### src/rtl/ex_flag_stage_if.sv
// EX-stage to EX/MEM boundary signal bundle: instruction fields in, latched fields, flags and branch condition out.
// An instruction commits when ex_valid is high and neither stall nor flush is asserted; stall holds the latch, flush inserts a bubble.
interface ex_flag_stage_if;
    logic        ex_valid;
    logic [3:0]  ex_opcode;
    logic [15:0] ex_a;
    logic [15:0] ex_b;
    logic [15:0] ex_result;
    logic [3:0]  ex_rd;
    logic        ex_wr_en;
    logic        stall;
    logic        flush;
    logic [2:0]  ccc;
    logic        mem_valid;
    logic [3:0]  mem_opcode;
    logic [15:0] mem_result;
    logic [3:0]  mem_rd;
    logic        mem_wr_en;
    logic        flag_z;
    logic        flag_v;
    logic        flag_n;
    logic        cond_true;

    modport master (
        output ex_valid, ex_opcode, ex_a, ex_b, ex_result, ex_rd, ex_wr_en,
        output stall, flush, ccc,
        input  mem_valid, mem_opcode, mem_result, mem_rd, mem_wr_en,
        input  flag_z, flag_v, flag_n, cond_true
    );

    modport slave (
        input  ex_valid, ex_opcode, ex_a, ex_b, ex_result, ex_rd, ex_wr_en,
        input  stall, flush, ccc,
        output mem_valid, mem_opcode, mem_result, mem_rd, mem_wr_en,
        output flag_z, flag_v, flag_n, cond_true
    );
endinterface

### src/rtl/ex_flag_stage.sv
// EX/MEM pipeline latch plus the Z/V/N flag register and the same-cycle branch condition evaluator.
module ex_flag_stage (
    input  logic            clk,
    input  logic            rst,
    ex_flag_stage_if.slave  bus
);
    localparam logic [3:0] OP_ADD = 4'b0000;
    localparam logic [3:0] OP_SUB = 4'b0001;
    localparam logic [3:0] OP_XOR = 4'b0010;
    localparam logic [3:0] OP_SLL = 4'b0100;
    localparam logic [3:0] OP_SRA = 4'b0101;
    localparam logic [3:0] OP_ROR = 4'b0110;

    logic        mem_valid_q, mem_valid_d;
    logic [3:0]  mem_opcode_q, mem_opcode_d;
    logic [15:0] mem_result_q, mem_result_d;
    logic [3:0]  mem_rd_q, mem_rd_d;
    logic        mem_wr_en_q, mem_wr_en_d;
    logic        flag_z_q, flag_z_d;
    logic        flag_v_q, flag_v_d;
    logic        flag_n_q, flag_n_d;

    logic        advance;
    logic        sets_zvn;
    logic        sets_z;
    logic [16:0] a_ext, b_ext, exact_sum;
    logic        z_new, v_new, n_new;
    logic        fz, fv, fn;
    logic        cond;

    // Overflow comes from the exact 17-bit sum because ex_result may already be saturated.
    always_comb begin
        advance   = bus.ex_valid & ~bus.stall & ~bus.flush;
        sets_zvn  = (bus.ex_opcode == OP_ADD) | (bus.ex_opcode == OP_SUB);
        sets_z    = sets_zvn | (bus.ex_opcode == OP_XOR) | (bus.ex_opcode == OP_SLL) |
                    (bus.ex_opcode == OP_SRA) | (bus.ex_opcode == OP_ROR);
        a_ext     = {bus.ex_a[15], bus.ex_a};
        b_ext     = {bus.ex_b[15], bus.ex_b};
        exact_sum = (bus.ex_opcode == OP_SUB) ? (a_ext - b_ext) : (a_ext + b_ext);
        v_new     = exact_sum[16] ^ exact_sum[15];
        z_new     = (bus.ex_result == 16'h0000);
        n_new     = bus.ex_result[15];

        fz = (advance & sets_z)   ? z_new : flag_z_q;
        fv = (advance & sets_zvn) ? v_new : flag_v_q;
        fn = (advance & sets_zvn) ? n_new : flag_n_q;

        flag_z_d = fz;
        flag_v_d = fv;
        flag_n_d = fn;
    end

    // Stall outranks flush so a held instruction is never lost to a squash.
    always_comb begin
        mem_valid_d  = mem_valid_q;
        mem_opcode_d = mem_opcode_q;
        mem_result_d = mem_result_q;
        mem_rd_d     = mem_rd_q;
        mem_wr_en_d  = mem_wr_en_q;
        if (bus.stall) begin
            mem_valid_d = mem_valid_q;
        end else if (bus.flush) begin
            mem_valid_d  = 1'b0;
            mem_opcode_d = 4'h0;
            mem_result_d = 16'h0000;
            mem_rd_d     = 4'h0;
            mem_wr_en_d  = 1'b0;
        end else begin
            mem_valid_d  = bus.ex_valid;
            mem_opcode_d = bus.ex_opcode;
            mem_result_d = bus.ex_result;
            mem_rd_d     = bus.ex_rd;
            mem_wr_en_d  = bus.ex_wr_en & bus.ex_valid;
        end
    end

    always_comb begin
        cond = 1'b1;
        unique case (bus.ccc)
            3'b000: cond = ~fz;
            3'b001: cond = fz;
            3'b010: cond = ~fz & ~fn;
            3'b011: cond = fn;
            3'b100: cond = fz | ~fn;
            3'b101: cond = fn | fz;
            3'b110: cond = fv;
            3'b111: cond = 1'b1;
            default: cond = 1'b1;
        endcase
    end

    always_ff @(posedge clk) begin
        if (rst) begin
            mem_valid_q  <= 1'b0;
            mem_opcode_q <= 4'h0;
            mem_result_q <= 16'h0000;
            mem_rd_q     <= 4'h0;
            mem_wr_en_q  <= 1'b0;
            flag_z_q     <= 1'b0;
            flag_v_q     <= 1'b0;
            flag_n_q     <= 1'b0;
        end else begin
            mem_valid_q  <= mem_valid_d;
            mem_opcode_q <= mem_opcode_d;
            mem_result_q <= mem_result_d;
            mem_rd_q     <= mem_rd_d;
            mem_wr_en_q  <= mem_wr_en_d;
            flag_z_q     <= flag_z_d;
            flag_v_q     <= flag_v_d;
            flag_n_q     <= flag_n_d;
        end
    end

    assign bus.mem_valid  = mem_valid_q;
    assign bus.mem_opcode = mem_opcode_q;
    assign bus.mem_result = mem_result_q;
    assign bus.mem_rd     = mem_rd_q;
    assign bus.mem_wr_en  = mem_wr_en_q;
    assign bus.flag_z     = flag_z_q;
    assign bus.flag_v     = flag_v_q;
    assign bus.flag_n     = flag_n_q;
    assign bus.cond_true  = cond;
endmodule

### src/flat_wrapper.sv
// flat-port wrapper written by rule: the top's interface ports become plain ports
module ex_flag_stage_flat 
  (clk, rst, bus_ex_valid, bus_ex_opcode, bus_ex_a, bus_ex_b, bus_ex_result, bus_ex_rd, bus_ex_wr_en, bus_stall, bus_flush, bus_ccc, bus_mem_valid, bus_mem_opcode, bus_mem_result, bus_mem_rd, bus_mem_wr_en, bus_flag_z, bus_flag_v, bus_flag_n, bus_cond_true);
  ex_flag_stage_if bus_i ();
  input  logic clk;
  input  logic rst;
  input wire logic [$bits(bus_i.ex_valid)-1:0] bus_ex_valid;
  input wire logic [$bits(bus_i.ex_opcode)-1:0] bus_ex_opcode;
  input wire logic [$bits(bus_i.ex_a)-1:0] bus_ex_a;
  input wire logic [$bits(bus_i.ex_b)-1:0] bus_ex_b;
  input wire logic [$bits(bus_i.ex_result)-1:0] bus_ex_result;
  input wire logic [$bits(bus_i.ex_rd)-1:0] bus_ex_rd;
  input wire logic [$bits(bus_i.ex_wr_en)-1:0] bus_ex_wr_en;
  input wire logic [$bits(bus_i.stall)-1:0] bus_stall;
  input wire logic [$bits(bus_i.flush)-1:0] bus_flush;
  input wire logic [$bits(bus_i.ccc)-1:0] bus_ccc;
  output wire logic [$bits(bus_i.mem_valid)-1:0] bus_mem_valid;
  output wire logic [$bits(bus_i.mem_opcode)-1:0] bus_mem_opcode;
  output wire logic [$bits(bus_i.mem_result)-1:0] bus_mem_result;
  output wire logic [$bits(bus_i.mem_rd)-1:0] bus_mem_rd;
  output wire logic [$bits(bus_i.mem_wr_en)-1:0] bus_mem_wr_en;
  output wire logic [$bits(bus_i.flag_z)-1:0] bus_flag_z;
  output wire logic [$bits(bus_i.flag_v)-1:0] bus_flag_v;
  output wire logic [$bits(bus_i.flag_n)-1:0] bus_flag_n;
  output wire logic [$bits(bus_i.cond_true)-1:0] bus_cond_true;
  assign bus_i.ex_valid = bus_ex_valid;
  assign bus_i.ex_opcode = bus_ex_opcode;
  assign bus_i.ex_a = bus_ex_a;
  assign bus_i.ex_b = bus_ex_b;
  assign bus_i.ex_result = bus_ex_result;
  assign bus_i.ex_rd = bus_ex_rd;
  assign bus_i.ex_wr_en = bus_ex_wr_en;
  assign bus_i.stall = bus_stall;
  assign bus_i.flush = bus_flush;
  assign bus_i.ccc = bus_ccc;
  assign bus_mem_valid = bus_i.mem_valid;
  assign bus_mem_opcode = bus_i.mem_opcode;
  assign bus_mem_result = bus_i.mem_result;
  assign bus_mem_rd = bus_i.mem_rd;
  assign bus_mem_wr_en = bus_i.mem_wr_en;
  assign bus_flag_z = bus_i.flag_z;
  assign bus_flag_v = bus_i.flag_v;
  assign bus_flag_n = bus_i.flag_n;
  assign bus_cond_true = bus_i.cond_true;
  ex_flag_stage u_core (.clk(clk), .rst(rst), .bus(bus_i));
endmodule
### config.mk
export PLATFORM = sky130hd
export DESIGN_NAME = ex_flag_stage_flat
export DESIGN_NICKNAME = d
export VERILOG_FILES = /design/src/rtl/ex_flag_stage_if.sv /design/src/rtl/ex_flag_stage.sv /design/src/flat_wrapper.sv
export SDC_FILE = /design/constraint.sdc
export NUM_CORES = 1
export LEC_CHECK = 0
export ABC_AREA = 1
export CORE_AREA = 2 2 74 76
export CTS_BUF_LIST = sky130_fd_sc_hd__clkbuf_4 sky130_fd_sc_hd__clkbuf_8
export DETAILED_ROUTE_END_ITERATION = 8
export DIE_AREA = 0 0 76 78
export GPL_ROUTABILITY_DRIVEN = 0
export PLACE_DENSITY = 0.8
export SYNTH_ARGS = -nofsm -noshare
export SYNTH_HDL_FRONTEND = slang
export SYNTH_SLANG_ARGS = --single-unit
### constraint.sdc
create_clock -name clk -period 3.3 [get_ports clk]
set_input_delay 0.33 -clock clk [delete_from_list [all_inputs] [get_ports clk]]
set_output_delay 0.33 -clock clk [all_outputs]
set_load 0.01 [all_outputs]
Word-level counts from Yosys, hierarchy flattened --
Cells that the tools add are included.
Cells by class: $add $sub $neg 2, eq/ne operators 12, multiplexer cells 10, bitwise logic cells 18, reduce and logical (&&, ||, !) cells 3
Operators with widths (count):
- $add 16x16->17 | 1
- $mux 17 | 1
- $sub 16x16->17 | 1
- $logic_not 16->1 | 1
- $mux 16 | 1
- $eq 3x3->1 const B | 4
- $eq 4x3->1 const B | 3
- $mux 4 | 2
- $pmux 1 s8 | 1
- $or 1x1->1 | 7
- $and 1x1->1 | 6
- $eq 3x2->1 const B | 2
- $mux 1 | 5
- $eq 4x1->1 const B | 1
- $eq 4x2->1 const B | 1
- $logic_not 4->1 | 1
- $not 1->1 | 4
- $eq 3x1->1 const B | 1
- $logic_not 3->1 | 1
- $xor 1x1->1 | 1
Storage, ports and cells: register bits after elaboration 29, bits of input ports 65, output and inout port bits 30, word-level logic and storage cells 53

Depth between registers and ports, before layout --
Gate-level depths: netlist (run 1).
depth in word-level cells 11, depth in mapped cells 23, gate-level depth less buffers 23

Worst setup path after synthesis (run 1) --
OpenSTA, ideal clock, no wires.
path type in2out, start point in bus_ex_b[1], end point out bus_cond_true, arrival 2718 ps, data required time 2970 ps, slack 252 ps, stages on the path 23, buffers on the path 0, path through inv_1 -> ha_1 -> nand2_1 -> o21ai_2 -> o21ai_0 -> nor2_1 -> o21ai_0 -> xor2_1 -> ha_1 -> inv_1 -> nor2_1 -> nand2_1 -> a21oi_1 -> nor2_1 -> nand2_1 -> nand2_1 -> nand2_1 -> inv_1 -> nand2_1 -> nand3_1 -> nand2_1 -> nand2_1 -> a21oi_1
On the way: cells in the longest elaborated chain, start to end 5, elaborated cells between the ends (all ways) 6, classes of those cells 2 x add/sub; 3 x mux; 1 x bitwise
Ends and longest elaborated chain:
- start: declaration | RTL line flat_wrapper.sv:10 | input wire logic [$bits(bus_i.ex_b)-1:0] bus_ex_b;
- $add 16x16->17 or $sub 16x16->17 (tied branches) | RTL line ex_flag_stage.sv:39 | exact_sum = (bus.ex_opcode == OP_SUB) ? (a_ext - b_ext) : (a_ext + b_ext);
- $mux 17 * | RTL line ex_flag_stage.sv:39
- $xor 1x1->1 * | RTL line ex_flag_stage.sv:40 | v_new = exact_sum[16] ^ exact_sum[15];
- $mux 1 * | RTL line ex_flag_stage.sv:45 | fv = (advance & sets_zvn) ? v_new : flag_v_q;
- $pmux 1 s8 * | RTL line ex_flag_stage.sv:79 | unique case (bus.ccc)
- end: declaration | RTL line flat_wrapper.sv:25 | output wire logic [$bits(bus_i.cond_true)-1:0] bus_cond_true;
Mark *: on every way between the ends. The rest lies on a longest branch, timed or not.

Worst setup path in the final report (run 1) --
start point in bus_ex_opcode[2], end point out bus_cond_true
On the way: cells in the longest elaborated chain, start to end 11, elaborated cells between the ends (all ways) 24, classes of those cells 5 x eq/ne; 5 x mux; 13 x bitwise; 1 x reduce/logical
Ends and longest elaborated chain:
- start: declaration | RTL line flat_wrapper.sv:8 | input wire logic [$bits(bus_i.ex_opcode)-1:0] bus_ex_opcode;
- $eq 4x1->1 or $logic_not 4->1 (tied branches) | RTL line ex_flag_stage.sv:34, ex_flag_stage.sv:39
- $or 1x1->1 | RTL line ex_flag_stage.sv:34 | sets_zvn = (bus.ex_opcode == OP_ADD) | (bus.ex_opcode == OP_SUB);
- $or 1x1->1 (3 in a row) | RTL line ex_flag_stage.sv:35 | sets_z = sets_zvn | (bus.ex_opcode == OP_XOR) | (bus.ex_opcode == OP_SLL) |
- $or 1x1->1 | RTL line ex_flag_stage.sv:36 | (bus.ex_opcode == OP_SRA) | (bus.ex_opcode == OP_ROR);
- $and 1x1->1 | RTL line ex_flag_stage.sv:44 | fz = (advance & sets_z) ? z_new : flag_z_q;
- $mux 1 | RTL line ex_flag_stage.sv:44
- $not 1->1 | RTL line ex_flag_stage.sv:80, ex_flag_stage.sv:82
- $and 1x1->1 | RTL line ex_flag_stage.sv:82 | 3'b010: cond = ~fz & ~fn;
- $pmux 1 s8 * | RTL line ex_flag_stage.sv:79
Marks and branches as above.

==> results of run 1 <==
[cells by family (layout without fill, tap and decap cells)]
kind of cell	Yosys count	in the layout	share of synthesized area (%)
compound gates	59	59	14.7
simple gates	173	173	33.7
xor+xnor	15	15	6.23
fa+ha+maj	16	16	9.49
flops	29	29	27.5
buf+inv	45	183	8.36
[tightest hold or removal path: stages (launching register included)]
cell and delay (ns):
dfxtp_1 0.30, nand2_1 0.06, a21oi_1 0.05
[sequential cells by signal, summed over array words and instances (netlist names)]
| name | count |
|---|---|
| u_core.bus.mem_opcode | 4 |
| u_core.bus.mem_result | 16 |
| u_core.bus.mem_rd | 4 |
| u_core.bus.flag_v | 1 |
| u_core.bus.flag_n | 1 |
| u_core.bus.mem_wr_en | 1 |
| u_core.bus.flag_z | 1 |
| u_core.bus.mem_valid | 1 |
[final timing paths]
kind / cells past startpoint / endpoint / from / slack (ns)
worst min-delay path: 2 / u_core.bus.mem_result[12]$_SDFFE_PP0N_ / u_core.bus.mem_result[12]$_SDFFE_PP0N_ / 0.46
worst min register to register: 2 / u_core.bus.mem_result[12]$_SDFFE_PP0N_ / u_core.bus.mem_result[12]$_SDFFE_PP0N_ / 0.46
worst max-delay path: 24 / bus_cond_true / bus_ex_opcode[2] / -0.03
worst max register to register: 4 / u_core.bus.flag_n$_SDFF_PP0_ / u_core.bus.flag_n$_SDFF_PP0_ / 2.54
[layout make-up]
cell class	instances	area share [%]
Clock buffer	7	2.46
Tap cell	70	2.39
Inverter	37	3.80
Timing Repair Buffer	139	34.6
Sequential cell	29	15.9
Multi-Input combinational cell	263	40.9
[per-layer routing]
metal	vias to the layer above	track usage, %	share of wire [%]
met5	-	0	0
met4	0	8.36	2.6
met3	21	4.65	4.1
met2	83	44.3	53
met1	1215	27.0	40
li1	1348	-	-
[cell usage in the layout, fill, tap and decap left out, types with 5 or more instances in the layout]
cell type	count
nand2_1	107
clkdlybuf4s50_1	78
buf_4	44
a21oi_1	39
inv_1	34
nor2_1	30
dfxtp_1	29
ha_1	13
xor2_1	11
nand3_1	8
dlygate4sd2_1	8
o21ai_0	7
clkbuf_8	6
nand2_2	5
[power by group through the flow]
stage	Combinational (mW)	Clock [mW]	Sequential, mW
floorplan	0.150	0	0.382
global placement	0.329	0	0.375
detailed placement	0.338	0	0.376
CTS	0.348	0.303	0.368
global route	0.405	0.324	0.370
finish	0.367	0.301	0.368
[what timing repair did]
item                                    CTS  global route
hold buffers                              0             0
resized for setup                        48            23
endpoints found under the setup margin    1             2
buffers inserted                          7             3
pin swaps                                21            20
cloned                                    0             0
==> flow_summary.json, run 1 <==
{
  "finalHoldViolCount": 0,
  "worst_path_largest_cell_delay_ns": 0.38,
  "die-area_sq_um": 5930,
  "p_sw_share_pct": 29.7,
  "critPathLaunchType": "input port",
  "design.core.area_sq_um": 5040,
  "root_buffer": "clkbuf_8",
  "ant_nets": 0,
  "max_freq_mhz": 301,
  "synth_top_area_share_pct": 27.5,
  "ys_types": 25,
  "tightest_slew_ns": 1.08,
  "cp_max_fo": 4,
  "finalMaxSlewViolations": 0,
  "yosysWarnings": 0,
  "synth_top_cell_by_area": "dfxtp_1",
  "routed_wl_um": 7020,
  "track_usage_pct": 23.8,
  "crit_required_ns": 2.97,
  "antenna_found_initial": 0,
  "antennaDiodeCount": 0,
  "violations": "setup timing",
  "hpwlAfterDp_um": 5230,
  "area_growth_pct": 73.4,
  "via_count": 2667,
  "worst_slack_ns": -0.0267,
  "path_clk_slew_ns": 0.06,
  "min_period_over_period_pct": 101,
  "grt_pass1_vias": 2531,
  "cts_buffer_depth": 2,
  "sequentialPowerShare_pct": 35.6,
  "setup_viol": 1,
  "peakVddDrop_v": 0.000254,
  "synth_seq_cells": 29,
  "power.internal_uw": 728,
  "final_core_util_pct": 72.5,
  "status": "finished, violations left",
  "critical_path.top_delay_family": "simple AND/OR/NAND/NOR gates",
  "finClkSkew_ns": 0,
  "drtPass1Iterations": 4,
  "fillCellCount": 401,
  "crit_top_cell": "nand2_1",
  "cts.sinks": 29,
  "fin_area_sq_um": 3660,
  "synthFlopType": "dfxtp_1",
  "numCtsBuffers": 5,
  "start_util_pct": 41.8,
  "hold_slack_ns": 0.462,
  "power.leakage_nw": 1.66,
  "row_count": 26,
  "worstSetupPathType": "in -> out",
  "end_kind": "output port",
  "yosysSeqAreaShare_pct": 27.5,
  "cp_cell_sequence": "dlygate4sd2_1 > nor2_2 > nand3_4 > o21ai_2 > o21ai_2 > nor2_2 > o21ai_1 > xor2_1 > ha_1 > inv_2 > nor2_4 > nand2_2 > a21oi_2 > nor2_2 > nand2_1 > nand2_1 > nand2_1 > inv_1 > nand2_1 > nand3_2 > nand2_2 > nand2_2 > a21oi_2 > buf_2",
  "cts_tree": "built",
  "overflow": 0,
  "syn_inst": 337,
  "critPathBufInv": 4,
  "max_slew_margin_pct": 27.5,
  "async_flop_share_pct": 0,
  "crit_slowest_cell": "ha_1",
  "synth_area_sq_um": 2110,
  "grt_pass1_wl_um": 11500,
  "fin_cells": 545,
  "maxCapViolCount": 0,
  "multiInputGateArea_sq_um": 1500,
  "p_switching_uw": 308,
  "clkLatencyLatePin_ns": 0.27,
  "post_dp_cell_area_sq_um": 3370,
  "place_ws_ns": -0.956,
  "power_density_nw_per_um2": 283,
  "rsz0062_at_grt": "true",
  "dp_cells": 529,
  "synth_commonest_cells": "nand2_1 (112), a21oi_1 (42), inv_1 (37), nor2_1 (36), dfxtp_1 (29)",
  "die_w_um": 76,
  "synth_edf_count": 0,
  "fp.dieH_um": 78,
  "post_drt_wl_per_cell_um": 12.9,
  "comb_power_share_pct": 35.4,
  "h-tree-depth": 2,
  "cp.arrival_ns": 3.00,
  "seqCellArea_sq_um": 581,
  "clockPowerShare_pct": 29.1,
  "portBuffers": 94,
  "synth_nets": 418,
  "yosysMostFrequentCell": "nand2_1",
  "final_layout_size_suffix_gt1_share_pct": 18.9,
  "synth_area_leaders": "dfxtp_1 (28%), nand2_1 (20%), a21oi_1 (10%)",
  "top_level_ports": 95,
  "hold_class": "reg -> reg",
  "drtIter0Drc": 108,
  "period_needed_ns": 3.33,
  "grt_max_degree": 30,
  "p_total_mw": 1.04,
  "fin_setup_tns_ns": -0.0267,
  "detail_route.vias_per_cell": 4.89,
  "drcViolationCount": 0,
  "nNetsFinal": 556,
  "synth_area_per_cell_sq_um": 6.26
}
Power figures use the tool's default switching activity.
==> inputs of run 2 (changes only) <==
ABC_CLOCK_PERIOD_IN_PS = 3300   (was not set)
==> results of run 2 <==
Same layout as run 1: the final DEF is identical, and so are final timing and power.
==> inputs of run 3 (changes only) <==
--- a/config.mk
+++ b/config.mk
@@ -8,10 +8,10 @@
 export ABC_AREA = 1
 export ABC_CLOCK_PERIOD_IN_PS = 3300
-export CORE_AREA = 2 2 74 76
+export CORE_AREA = 2 2 77 72
 export CTS_BUF_LIST = sky130_fd_sc_hd__clkbuf_4 sky130_fd_sc_hd__clkbuf_8
 export DETAILED_ROUTE_END_ITERATION = 8
-export DIE_AREA = 0 0 76 78
+export DIE_AREA = 0 0 79 74
 export GPL_ROUTABILITY_DRIVEN = 0
-export PLACE_DENSITY = 0.8
+export PLACE_DENSITY = 0.81
 export SYNTH_ARGS = -nofsm -noshare
 export SYNTH_HDL_FRONTEND = slang
==> constraint.sdc (replaced) <==
create_clock -name clk -period 3.3 [get_ports clk]
set_input_delay 0.66 -clock clk [delete_from_list [all_inputs] [get_ports clk]]
set_output_delay 0.66 -clock clk [all_outputs]
set_load 0.01 [all_outputs]
==> run 3 against run 2 <==
  * The run still ends with setup timing left
  * Routed wire length rose by 7.4%
  * Highest routed layer unchanged
  * Via count rose by 3.5%
  * Die area fell by 1.4%
==> flow_summary.json, run 3 (same netlist as run 1, synthesis figures left out) <==
{
  "h-tree-depth": 2,
  "violations": "setup timing",
  "rsz0062_at_grt": "true",
  "hold_slack_ns": 0.465,
  "fp.dieH_um": 74,
  "row_count": 25,
  "finClkSkew_ns": 0,
  "overflow": 0,
  "critPathLaunchType": "input port",
  "antenna_found_initial": 0,
  "maxCapViolCount": 0,
  "routed_wl_um": 7540,
  "crit_required_ns": 2.64,
  "track_usage_pct": 23.5,
  "hpwlAfterDp_um": 5010,
  "drtIter0Drc": 101,
  "grt_max_degree": 30,
  "peakVddDrop_v": 0.000163,
  "path_clk_slew_ns": 0.06,
  "area_growth_pct": 80.7,
  "period_needed_ns": 4.03,
  "power_density_nw_per_um2": 287,
  "detail_route.vias_per_cell": 5.05,
  "ant_nets": 0,
  "start_util_pct": 41.6,
  "max_freq_mhz": 248,
  "hold_class": "reg -> reg",
  "fin_setup_tns_ns": -0.732,
  "die_w_um": 79,
  "die-area_sq_um": 5850,
  "r2r_slack_ns": 2.48,
  "antennaDiodeCount": 0,
  "post_drt_wl_per_cell_um": 13.8,
  "design.core.area_sq_um": 5070,
  "power.leakage_nw": 1.71,
  "worst_slack_ns": -0.732,
  "clkLatencyLatePin_ns": 0.28,
  "cts_tree": "built",
  "tightest_slew_ns": 0.377,
  "dp_cells": 525,
  "worstSetupPathType": "in -> out",
  "root_buffer": "clkbuf_8",
  "top_level_ports": 95,
  "final_layout_size_suffix_gt1_share_pct": 26.3,
  "mostFrequentLayoutCells": "nand2_1 (104), clkdlybuf4s50_1 (76), buf_4 (46)",
  "drtPass1Iterations": 4,
  "finalMaxSlewViolations": 0,
  "portBuffers": 94,
  "worst_path_largest_cell_delay_ns": 0.25,
  "cts_buffer_depth": 2,
  "finalHoldViolCount": 0,
  "drcViolationCount": 0,
  "cp_max_fo": 2,
  "grt_pass1_wl_um": 10800,
  "min_period_over_period_pct": 122,
  "cp_cell_sequence": "buf_6 > nor3_4 > inv_2 > nor3_4 > nand2_2 > o41ai_4 > xnor2_1 > inv_1 > ha_4 > buf_4 > a21oi_2 > o21ai_1 > nor2_1 > nand2_1 > nand2_1 > nand2_1 > nand2_2 > nand3_2 > nand2_1 > nand2_1 > a21oi_2 > buf_2",
  "layout_commonest_cell": "nand2_1",
  "numCtsBuffers": 5,
  "crit_top_cell": "nand2_1",
  "setup_viol": 1,
  "grt_pass1_vias": 2526,
  "max_slew_margin_pct": 74.6,
  "via_count": 2760,
  "crit_slowest_cell": "o41ai_4",
  "end_kind": "output port",
  "cp.arrival_ns": 3.37,
  "fin_cells": 546,
  "fillCellCount": 371,
  "nNetsFinal": 559,
  "hold_buffers": 0,
  "p_total_mw": 1.10,
  "largest_reg_flops": 16,
  "status": "finished, violations left",
  "cts.sinks": 29
}
## run 3: critical path, delay by kind of cell
kind            cells  cell delay [ns]
compound gates      4             0.60
xor+xnor            1             0.15
fa+ha+maj           1             0.23
buf+inv             5             0.52
simple gates       11             1.19
## run 3: report_power, final
group	switching (mW)	internal [mW]
Sequential	0.00576	0.362
Combinational	0.201	0.205
Clock	0.134	0.188
Total	0.341	0.755
## run 3: final cells by class
class | count | area (sq um) | share of cell area, %
repair buffers | 142 | 1270 | 33.4
inverters | 37 | 144 | 3.77
flip-flops and latches | 29 | 581 | 15.2
clock inverters | 1 | 5.00 | 0.131
clock buffers | 7 | 96.3 | 2.53
well taps | 67 | 83.8 | 2.20
multi-input cells | 263 | 1630 | 42.7
## run 3: path summary, 6_finish.rpt
check                                         from                                    end  depth (start not counted)
min          u_core.bus.mem_result[9]$_SDFFE_PP0N_  u_core.bus.mem_result[9]$_SDFFE_PP0N_                          2
max                                    bus_ex_b[2]                          bus_cond_true                         22
max reg2reg           u_core.bus.flag_z$_SDFF_PP0_           u_core.bus.flag_z$_SDFF_PP0_                          5
min reg2reg  u_core.bus.mem_result[9]$_SDFFE_PP0N_  u_core.bus.mem_result[9]$_SDFFE_PP0N_                          2
## run 3: repair_timing
item	in CTS	in global routing
setup buffers	8	5
pin swaps	31	44
setup endpoints to repair	1	2
gates resized for setup	62	57
## run 3: stage by stage
step | utilization (%) | cell area (sq um) | setup WS, ns
2_1_floorplan | - | 2140 | -0.254
3_3_place_gp | 66.9 | 3390 | -1.31
3_5_place_dp | 66.9 | 3390 | -1.44
4_1_cts | 72.8 | 3690 | -0.634
5_1_grt | 75.2 | 3810 | -0.883
6_report | 75.2 | 3810 | -0.732
## run 3: metal layers
| metal | vias to the layer above | track usage, % | part of all wire [%] |
|---|---|---|---|
| met5 | - | 0 | 0 |
| met4 | 0 | 11.1 | 2.5 |
| met3 | 19 | 4.73 | 5.8 |
| met2 | 112 | 43.6 | 50 |
| met1 | 1267 | 26.0 | 41 |
| li1 | 1362 | - | - |
